`config.mk`:
```
export PLATFORM = sky130hd
export DESIGN_NAME = decode_execute_register
export DESIGN_NICKNAME = d
export VERILOG_FILES = /design/src/rtl/pipeline_pkg.sv /design/src/rtl/operand_capture.sv /design/src/rtl/decode_execute_register.sv
export SDC_FILE = /design/constraint.sdc
export NUM_CORES = 1
export LEC_CHECK = 0
export CAP_MARGIN = 10
export CORE_MARGIN = 4
export CORE_UTILIZATION = 43
export CTS_BUF_LIST = sky130_fd_sc_hd__clkbuf_4 sky130_fd_sc_hd__clkbuf_8
export CTS_CLUSTER_SIZE = 40
export DETAILED_ROUTE_END_ITERATION = 16
export PLACE_DENSITY_LB_ADDON = 0.15
export SETUP_SLACK_MARGIN = 0.5
export SYNTH_ARGS = -nofsm -noshare
export SYNTH_HDL_FRONTEND = slang
export SYNTH_SLANG_ARGS = --single-unit
```
`constraint.sdc`:
```
create_clock -name clk -period 4.01 [get_ports clk]
set_input_delay 0.802 -clock clk [delete_from_list [all_inputs] [get_ports clk]]
set_output_delay 0.802 -clock clk [all_outputs]
set_load 0.01 [all_outputs]
```
`src/rtl/pipeline_pkg.sv`:
```
// Shared pipeline types: the packed control bundle carried from decode to
// execute, plus the constants the D/E register uses for x0 and bubbles.
package pipeline_pkg;

   typedef struct packed {
      logic       RegWrite;
      logic [1:0] ResultSrc;
      logic       MemWrite;
      logic       Jump;
      logic       Branch;
      logic [2:0] ALUControl;
      logic       ALUSrc;
      logic [1:0] ImmSrc;
   } ctrl_t;

   localparam int          CTRL_WIDTH  = $bits(ctrl_t);
   localparam int unsigned REG_ZERO    = 0;
   // All-zero control: RegWrite=0 and MemWrite=0, so a bubble is inert downstream.
   localparam ctrl_t       CTRL_BUBBLE = '0;

   typedef enum logic [1:0] {
      OPND_ZERO,
      OPND_BYPASS,
      OPND_RF
   } opnd_src_e;

endpackage

```
`src/rtl/operand_capture.sv`:
```
// One E-stage operand register: x0 forcing, write-through bypass on load,
// and refresh of a held operand when a matching writeback lands during a stall.
module operand_capture #(
   parameter int ADDRESS_WIDTH = 5,
   parameter int DATA_WIDTH    = 32
) (
   input  logic                     clk,
   input  logic                     rst_n,
   input  logic                     flush,
   input  logic                     stall,
   input  logic [ADDRESS_WIDTH-1:0] rs_d,
   input  logic [ADDRESS_WIDTH-1:0] rs_e,
   input  logic [DATA_WIDTH-1:0]    rd_d,
   input  logic                     we,
   input  logic [ADDRESS_WIDTH-1:0] wa,
   input  logic [DATA_WIDTH-1:0]    wd,
   output logic [DATA_WIDTH-1:0]    rd_e
);
   import pipeline_pkg::*;

   localparam logic [ADDRESS_WIDTH-1:0] ZERO_ADDR = ADDRESS_WIDTH'(REG_ZERO);

   opnd_src_e load_src;
   logic      refresh;

   // x0 is checked first so a writeback aimed at x0 can never leak through.
   always_comb begin
      load_src = OPND_RF;
      if (rs_d == ZERO_ADDR)
         load_src = OPND_ZERO;
      else if (we && (wa == rs_d))
         load_src = OPND_BYPASS;
   end

   // While held, the operand tracks writebacks to the register it was read from.
   assign refresh = we && (wa != ZERO_ADDR) && (wa == rs_e);

   always_ff @(posedge clk or negedge rst_n) begin
      if (!rst_n) begin
         rd_e <= '0;
      end else if (flush) begin
         rd_e <= '0;
      end else if (stall) begin
         if (refresh)
            rd_e <= wd;
      end else begin
         unique case (load_src)
            OPND_ZERO:   rd_e <= '0;
            OPND_BYPASS: rd_e <= wd;
            default:     rd_e <= rd_d;
         endcase
      end
   end

endmodule

```
`src/rtl/decode_execute_register.sv`:
```
// Decode-to-execute pipeline register with flush/stall control, coherent
// operand capture and saturating stall/bubble event counters.
module decode_execute_register #(
   parameter int ADDRESS_WIDTH = 5,
   parameter int DATA_WIDTH    = 32,
   parameter int CTRL_WIDTH    = pipeline_pkg::CTRL_WIDTH,
   parameter int COUNT_WIDTH   = 16
) (
   input  logic                     clk,
   input  logic                     rst_n,
   input  logic                     ValidD,
   input  logic                     StallE,
   input  logic                     FlushE,
   input  logic [ADDRESS_WIDTH-1:0] Rs1D,
   input  logic [ADDRESS_WIDTH-1:0] Rs2D,
   input  logic [ADDRESS_WIDTH-1:0] RdD,
   input  logic [DATA_WIDTH-1:0]    RD1D,
   input  logic [DATA_WIDTH-1:0]    RD2D,
   input  logic [DATA_WIDTH-1:0]    PCD,
   input  logic [DATA_WIDTH-1:0]    ImmExtD,
   input  logic [CTRL_WIDTH-1:0]    CtrlD,
   input  logic                     WE3W,
   input  logic [ADDRESS_WIDTH-1:0] A3W,
   input  logic [DATA_WIDTH-1:0]    WD3W,
   output logic                     ValidE,
   output logic [ADDRESS_WIDTH-1:0] Rs1E,
   output logic [ADDRESS_WIDTH-1:0] Rs2E,
   output logic [ADDRESS_WIDTH-1:0] RdE,
   output logic [DATA_WIDTH-1:0]    RD1E,
   output logic [DATA_WIDTH-1:0]    RD2E,
   output logic [DATA_WIDTH-1:0]    PCE,
   output logic [DATA_WIDTH-1:0]    ImmExtE,
   output logic [CTRL_WIDTH-1:0]    CtrlE,
   output logic [COUNT_WIDTH-1:0]   StallCount,
   output logic [COUNT_WIDTH-1:0]   BubbleCount
);
   import pipeline_pkg::*;

   logic stall_event;
   logic bubble_event;

   operand_capture #(
      .ADDRESS_WIDTH (ADDRESS_WIDTH),
      .DATA_WIDTH    (DATA_WIDTH)
   ) u_opnd1 (
      .clk   (clk),
      .rst_n (rst_n),
      .flush (FlushE),
      .stall (StallE),
      .rs_d  (Rs1D),
      .rs_e  (Rs1E),
      .rd_d  (RD1D),
      .we    (WE3W),
      .wa    (A3W),
      .wd    (WD3W),
      .rd_e  (RD1E)
   );

   operand_capture #(
      .ADDRESS_WIDTH (ADDRESS_WIDTH),
      .DATA_WIDTH    (DATA_WIDTH)
   ) u_opnd2 (
      .clk   (clk),
      .rst_n (rst_n),
      .flush (FlushE),
      .stall (StallE),
      .rs_d  (Rs2D),
      .rs_e  (Rs2E),
      .rd_d  (RD2D),
      .we    (WE3W),
      .wa    (A3W),
      .wd    (WD3W),
      .rd_e  (RD2E)
   );

   always_ff @(posedge clk or negedge rst_n) begin
      if (!rst_n) begin
         ValidE  <= 1'b0;
         Rs1E    <= '0;
         Rs2E    <= '0;
         RdE     <= '0;
         PCE     <= '0;
         ImmExtE <= '0;
         CtrlE   <= '0;
      end else if (FlushE) begin
         ValidE  <= 1'b0;
         Rs1E    <= '0;
         Rs2E    <= '0;
         RdE     <= '0;
         PCE     <= '0;
         ImmExtE <= '0;
         CtrlE   <= CTRL_WIDTH'(CTRL_BUBBLE);
      end else if (!StallE) begin
         ValidE  <= ValidD;
         Rs1E    <= Rs1D;
         Rs2E    <= Rs2D;
         RdE     <= RdD;
         PCE     <= PCD;
         ImmExtE <= ImmExtD;
         CtrlE   <= CtrlD;
      end
   end

   // Flush outranks stall, so a flushed stall cycle counts only as a bubble.
   assign stall_event  = StallE && !FlushE;
   assign bubble_event = FlushE || (!StallE && !ValidD);

   always_ff @(posedge clk or negedge rst_n) begin
      if (!rst_n) begin
         StallCount  <= '0;
         BubbleCount <= '0;
      end else begin
         if (stall_event && !(&StallCount))
            StallCount <= StallCount + 1'b1;
         if (bubble_event && !(&BubbleCount))
            BubbleCount <= BubbleCount + 1'b1;
      end
   end

endmodule

```
==> results of run 1 <==
==> per-stage QoR <==
step	hold WS, ns	setup WS [ns]	area, µm²	total power, mW
2_1_floorplan	0.506	1.73	9250	2.68
3_3_place_gp	0.465	0.928	13300	3.35
3_5_place_dp	0.477	0.837	13300	3.37
4_1_cts	0.328	1.35	13700	4.81
5_1_grt	0.333	1.16	13700	5.00
6_report	0.318	1.32	13700	4.77
==> power by group through the flow <==
stage                     clock network, mW  registers [mW]  logic (mW)
after floorplan                           0            2.28       0.402
after global placement                    0            2.22        1.13
after detailed placement                  0            2.22        1.15
after CTS                              1.47            2.19        1.16
after global routing                   1.55            2.21        1.23
final                                  1.44            2.19        1.14
==> worst max-delay path by stage <==
stage / startpoint / end / slack [ns] / cells past startpoint
2_1_floorplan: A3W[1] / u_opnd1.rd_e[10] / 1.73 / 7
3_3_place_gp: A3W[0] / u_opnd2.rd_e[3] / 0.93 / 7
3_5_place_dp: A3W[0] / u_opnd2.rd_e[0] / 0.84 / 7
4_1_cts: A3W[0] / u_opnd2.rd_e[31] / 1.35 / 7
5_1_grt: A3W[0] / u_opnd2.rd_e[31] / 1.16 / 7
6_report: A3W[0] / u_opnd2.rd_e[18] / 1.32 / 7
==> registers in the layout (all words and copies together), names as in the netlist, 5 cells and up <==
signal and flops:
ImmExtE 32, PCE 32, u_opnd1.rd_e 32, u_opnd2.rd_e 32
BubbleCount 16, StallCount 16, CtrlE 12, RdE 5
Rs1E 5, Rs2E 5
==> layer usage <==
layer,global-route usage (%),routed length [µm],up-vias
li1,-,-,3701
met1,31.8,12500,3965
met2,40.7,14800,316
met3,8.67,2660,39
met4,6.85,644,0
met5,0,0,-
==> final cells by class <==
| cell class | count | area, µm² | area share [%] |
|---|---|---|---|
| flip-flops and latches | 188 | 4700 | 34.3 |
| repair buffers | 403 | 4010 | 29.3 |
| multi-input cells | 577 | 4190 | 30.5 |
| clock buffers | 19 | 262 | 1.91 |
| well taps | 275 | 344 | 2.51 |
| inverters | 4 | 15.0 | 0.110 |
| clock inverters | 11 | 183 | 1.33 |
| diodes | 1 | 2.50 | 0.0183 |
==> cells in the final DEF (no fill, tap or decap), drive strengths merged, types with 4 or more instances in the layout <==
master | Yosys | layout
clkdlybuf4s50 | 0 | 382
dfrtp | 188 | 188
mux2i | 155 | 155
nor2 | 97 | 97
nand2 | 72 | 72
a22oi | 64 | 64
a22o | 64 | 64
xor2 | 25 | 25
xnor2 | 24 | 24
clkbuf | 31 | 20
buf | 36 | 20
and3 | 11 | 11
nand3 | 10 | 10
nand4 | 9 | 9
inv | 4 | 8
and2 | 5 | 5
nor3 | 4 | 4
a21oi | 4 | 4
nor4 | 4 | 4
bufinv | 0 | 4
o21ai | 4 | 4
==> kinds of logic (layout without fill, tap and decap cells) <==
group                    after synthesis  in the layout  synth area share, %
AND/OR/NAND/NOR                      223            223                 10.5
multiplexers                         158            158                 17.1
AO/OA/AOI/OAI                        145            145                 12.5
buffers and inverters                 71            437                 4.05
other                                  0              1                    0
adder cells (fa/ha/maj)                2              2                0.271
flip-flops                           188            188                 50.9
XOR/XNOR                              49             49                 4.64
==> key figures, run 1 <==
CTS
  – Worst-path clk slew: 0.10 ns
  – CTS tree: built
  – Worst skew pair latency: 0.47 ns
  – Setup Buffers After CTS: 0
  – Clk sinks: 188
  – CTS max path bufs: 2
  – H-tree Lvls: 4
  – Hold_buf cts: 0
  – CTS buffer count: 17
  – Post-cts sizing count: 0
  – Clock tree root buffer cell: clkbuf_8

Global route
  – Initial antenna violation count: 1
  – Largest net degree at the start of global routing: 83
  – First-pass GRT wire length: 47100 µm
  – Total grt overflow: 0
  – Gr usage total: 25.0%
  – Vias in the first global route: 8036

Yosys
  – Mapped Cells: 836
  – EDFF count, synth: 0
  – Commonest cells post-synth: dfrtp_1, mux2i_1, nor2_1
  – Cell taking the most area after synthesis: dfrtp_1
  – Most frequent cell after synthesis: dfrtp_1
  – Synthesized cell area: 0.00925 mm²
  – Flops & latches, synth: 188
  – Post-synth top area share: 50.9%
  – Async S/R FF share, synth: 100%
  – Seq/Total Area, Yosys: 50.9%
  – Synth area leaders: dfrtp_1, mux2i_1, a22o_1
  – Post-Syn Nets: 1036
  – Distinct cells, synth: 37
  – Main flop type after synthesis: dfrtp_1
  – YS warnings: 0
  – Synth Area per Inst: 11.1 µm²

Routing
  – Routed len/inst: 20.7 µm
  – Final ANT Viol Nets: 0
  – Residual DRC: 0
  – Vias per cell: 5.43
  – Via count: 8021
  – DRT Pass-1 Iters: 5
  – Detailed-route wire length: 30600 µm
  – Initial drt markers: 622

Hold path
  – HP Class: input port to async pin

Power and ir drop
  – Sequential power share: 45.9%
  – Sw Ratio: 28.3%
  – Pint: 3.42 mW
  – Switch Pwr: 1.35 mW
  – Max VDD drop: 0.281 mV
  – Clock network power share: 30.2%
  – Pwr/cell area: 348 mW/mm²
  – LEAKAGE: 6.15 nW
  – Logic pwr share: 23.9%

Setup path
  – Startpoint Class: input port
  – Worst path top cell family by delay: buffers and inverters
  – Slowest CP cell: and3_2
  – Critical Path Sink Type: flop
  – Slowest stage delay, CP: 0.56 ns
  – Critical Path RT: 4.42 ns
  – Buf+Inv Stages, Crit Path: 2
  – R2R depth: 4
  – CP Max Fanout: 14
  – Crit path DAT: 3.10 ns
  – Worst R2R End: BubbleCount[1]
  – Reg2reg start: BubbleCount[0]
  – Worst R2R Setup Slack: 2.06 ns
  – WS Path Type: input port to flop
  – Crit path cell chain: clkdlybuf4s50_1 > xor2_1 > nor4_1 > and3_2 > buf_4 > mux2i_1 > a22o_1

Floorplanning
  – Die height: 155 µm
  – Area of the die: 0.0239 mm²
  – Row count: 53
  – Core area: 0.0211 mm²
  – DIE WIDTH: 155 µm
  – Num ports: 386
  – Initial Util: 43.8%

Layout
  – Filler cells: 1749
  – Share of cells above drive strength 1: 5.16%
  – Fin cells: 1478
  – Layout Utilization: 65.0%
  – Area grow syn2layout: 48.3%
  – Layout Nets: 1391

STA
  – Clock skew: 0.0161 ns
  – Max-slew headroom: 48.7%
  – RSZ-0062 raised after global routing: false
  – Fin crit share: 67.1%
  – Worst slew pin tran: 0.769 ns
  – Final min period: 2.69 ns
  – Max-slew violation count: 0
  – FMAX: 0.372 GHz
  – Fin. Hold Viols: 0
  – Setup TNS: 0 ns
  – Setup violators final: 0

Placement
  – Placed Cells: 1447
  – GP Congestion: 0.820
  – Post-DP HPWL: 22300 µm
  – PortBufs: 385

Job
  – Total of max-cap violations: 0

Outcome
  – Outcome: finished clean
No activity file was read; power rests on OpenSTA's default activity.
==> run 2: changes to the inputs <==
==> constraint.sdc (replaced) <==
create_clock -name clk -period 2.7 [get_ports clk]
set_input_delay 0.54 -clock clk [delete_from_list [all_inputs] [get_ports clk]]
set_output_delay 0.54 -clock clk [all_outputs]
set_load 0.01 [all_outputs]
==> key figures, run 2 (synthesis results as in run 1) <==
Outcome
  – Outcome: finished clean

Floorplanning
  – Row count: 53
  – DIE WIDTH: 155 µm
  – Num ports: 386
  – Area of the die: 0.0239 mm²
  – Core area: 0.0211 mm²
  – Die height: 155 µm
  – Initial Util: 43.8%

CTS
  – Worst-path clk slew: 0.11 ns
  – H-tree Lvls: 4
  – Clock tree root buffer cell: clkbuf_8
  – Worst skew pair latency: 0.47 ns
  – CTS max path bufs: 2
  – Setup Buffers After CTS: 0
  – Clk sinks: 188
  – CTS tree: built
  – CTS buffer count: 17

Global route
  – First-pass GRT wire length: 48000 µm
  – Initial antenna violation count: 2
  – M3 GR Usage: 7.95%
  – Largest net degree at the start of global routing: 102
  – Layer with the highest usage: met2
  – GR Layer Usage met1: 32.5%
  – Vias in the first global route: 8254
  – Gr usage total: 25.5%
  – Total grt overflow: 0
  – GR met2 Demand/Resource: 41.0%

STA
  – Setup TNS: 0 ns
  – RSZ-0062 raised after global routing: false
  – Setup violators final: 0
  – Max-slew headroom: 53.3%
  – Max-slew violation count: 0
  – Fin crit share: 77.4%
  – Final worst slack: 0.611 ns
  – Final min period: 2.09 ns
  – Clock skew: 0.0216 ns
  – Fin. Hold Viols: 0
  – Worst slew pin tran: 0.700 ns
  – FMAX: 0.479 GHz

Power and ir drop
  – Logic pwr share: 25.1%
  – Max VDD drop: 0.495 mV
  – Switch Pwr: 2.10 mW
  – Sequential power share: 47.4%
  – Clock network power share: 27.5%
  – Pwr/cell area: 495 mW/mm²
  – Sw Ratio: 30.7%
  – Pint: 4.75 mW
  – LEAKAGE: 6.22 nW

Setup path
  – Buf+Inv Stages, Crit Path: 2
  – Crit path DAT: 2.51 ns
  – WS Path Type: input port to flop
  – Slowest stage delay, CP: 0.54 ns
  – Worst path depth: 7
  – Startpoint Class: input port
  – Worst setup path start: A3W[4]
  – Worst R2R End: BubbleCount[1]
  – Critical Path RT: 3.12 ns
  – Worst path top cell family by delay: buffers and inverters
  – R2R depth: 4
  – Crit path capture: u_opnd1.rd_e[6]
  – Reg2reg start: BubbleCount[0]
  – CP Max Fanout: 7
  – Critical Path Sink Type: flop
  – Slowest CP cell: clkdlybuf4s50_1
  – Crit path cell chain: clkdlybuf4s50_1 > xor2_1 > nor4_1 > and3_2 > buf_4 > mux2i_1 > a22o_1
  – Worst R2R Setup Slack: 0.71 ns

Placement
  – Post-DP HPWL: 22600 µm
  – PortBufs: 385
  – GP Congestion: 0.829
  – DP Worst Slack: 0.0686 ns

Layout
  – Area grow syn2layout: 49.9%
  – Commonest cells after routing, fill and taps aside: clkdlybuf4s50_1, dfrtp_1, mux2i_1
  – Layout Nets: 1400
  – Share of cells above drive strength 1: 5.94%
  – Most common cell after layout, fill and taps aside: clkdlybuf4s50_1
  – Layout Utilization: 65.7%

Routing
  – Via count: 8037
  – Vias per cell: 5.40
  – Final ANT Viol Nets: 0
  – Initial drt markers: 499
  – Detailed-route wire length: 31000 µm
  – DRT Pass-1 Iters: 5
  – Routed len/inst: 20.8 µm
  – Residual DRC: 0

Job
  – Total of max-cap violations: 0

Hold path
  – Hold Path Stages: 3
  – HP Class: input port to flop
## run 2: cell types whose count changed in the layout (fill, tap and decap cells not counted), moves of 2 or more
cell / change
buf_4: -2
bufinv_16: -4
inv_8: +2
clkinv_8: +3
inv_6: +2
buf_12: +10
## run 2: final cells by class
cell class	count	area [µm²]
Clock buffer	18	248
Fill cell	1695	7230
Timing Repair Buffer	412	4210
Sequential cell	188	4700
Multi-Input combinational cell	577	4190
Tap cell	275	344
Clock inverter	14	150
Antenna cell	1	2.50
Inverter	4	15.0
## run 2: routing by layer
metal	share of wire, %	wire length, µm	vias to the layer above
met5	0.042	13	-
met4	3.0	914	2
met3	8.5	2640	54
met2	48	14900	329
met1	40	12500	3933
li1	-	-	3719
## run 2: through the flow
stage               hold WS (ns)  total power, mW  instance area [µm²]  instances
finish                     0.479             6.86                13900       1489
floorplan                  0.244             3.98                 9250        836
global placement           0.466             5.01                13400       1455
global route               0.452             7.20                13900       1489
CTS                        0.445             6.94                13900       1488
detailed placement         0.470             5.04                13400       1455
## run 2: worst reg2reg max path, stage by stage (launching register included)
cell,delay (ns)
dfrtp_1,0.47
ha_1,0.29
and3_1,0.24
a31oi_2,0.48
mux2_2,0.40
## run 2: worst min path at each step
stage / from / to / slack (ns)
after floorplan: rst_n / BubbleCount[0] / 0.24
after global placement: rst_n / CtrlE[6] / 0.47
after detailed placement: rst_n / CtrlE[6] / 0.47
after CTS: StallE / CtrlE[1] / 0.44
after global routing: StallE / CtrlE[1] / 0.45
final: StallE / CtrlE[1] / 0.48
## run 2: power by group through the flow
stage	combinational, mW	clock, mW	sequential (mW)
after global routing	1.86	2.06	3.29
after global placement	1.71	0	3.30
after detailed placement	1.73	0	3.30
after CTS	1.74	1.95	3.25
final	1.72	1.88	3.25
after floorplan	0.598	0	3.38
## run 2: repair_timing
item                                    4_1_cts  5_1_grt
gates resized for setup                       0        1
endpoints found under the setup margin        0        9
endpoints found under the hold margin        30        0
hold buffers                                  1        0
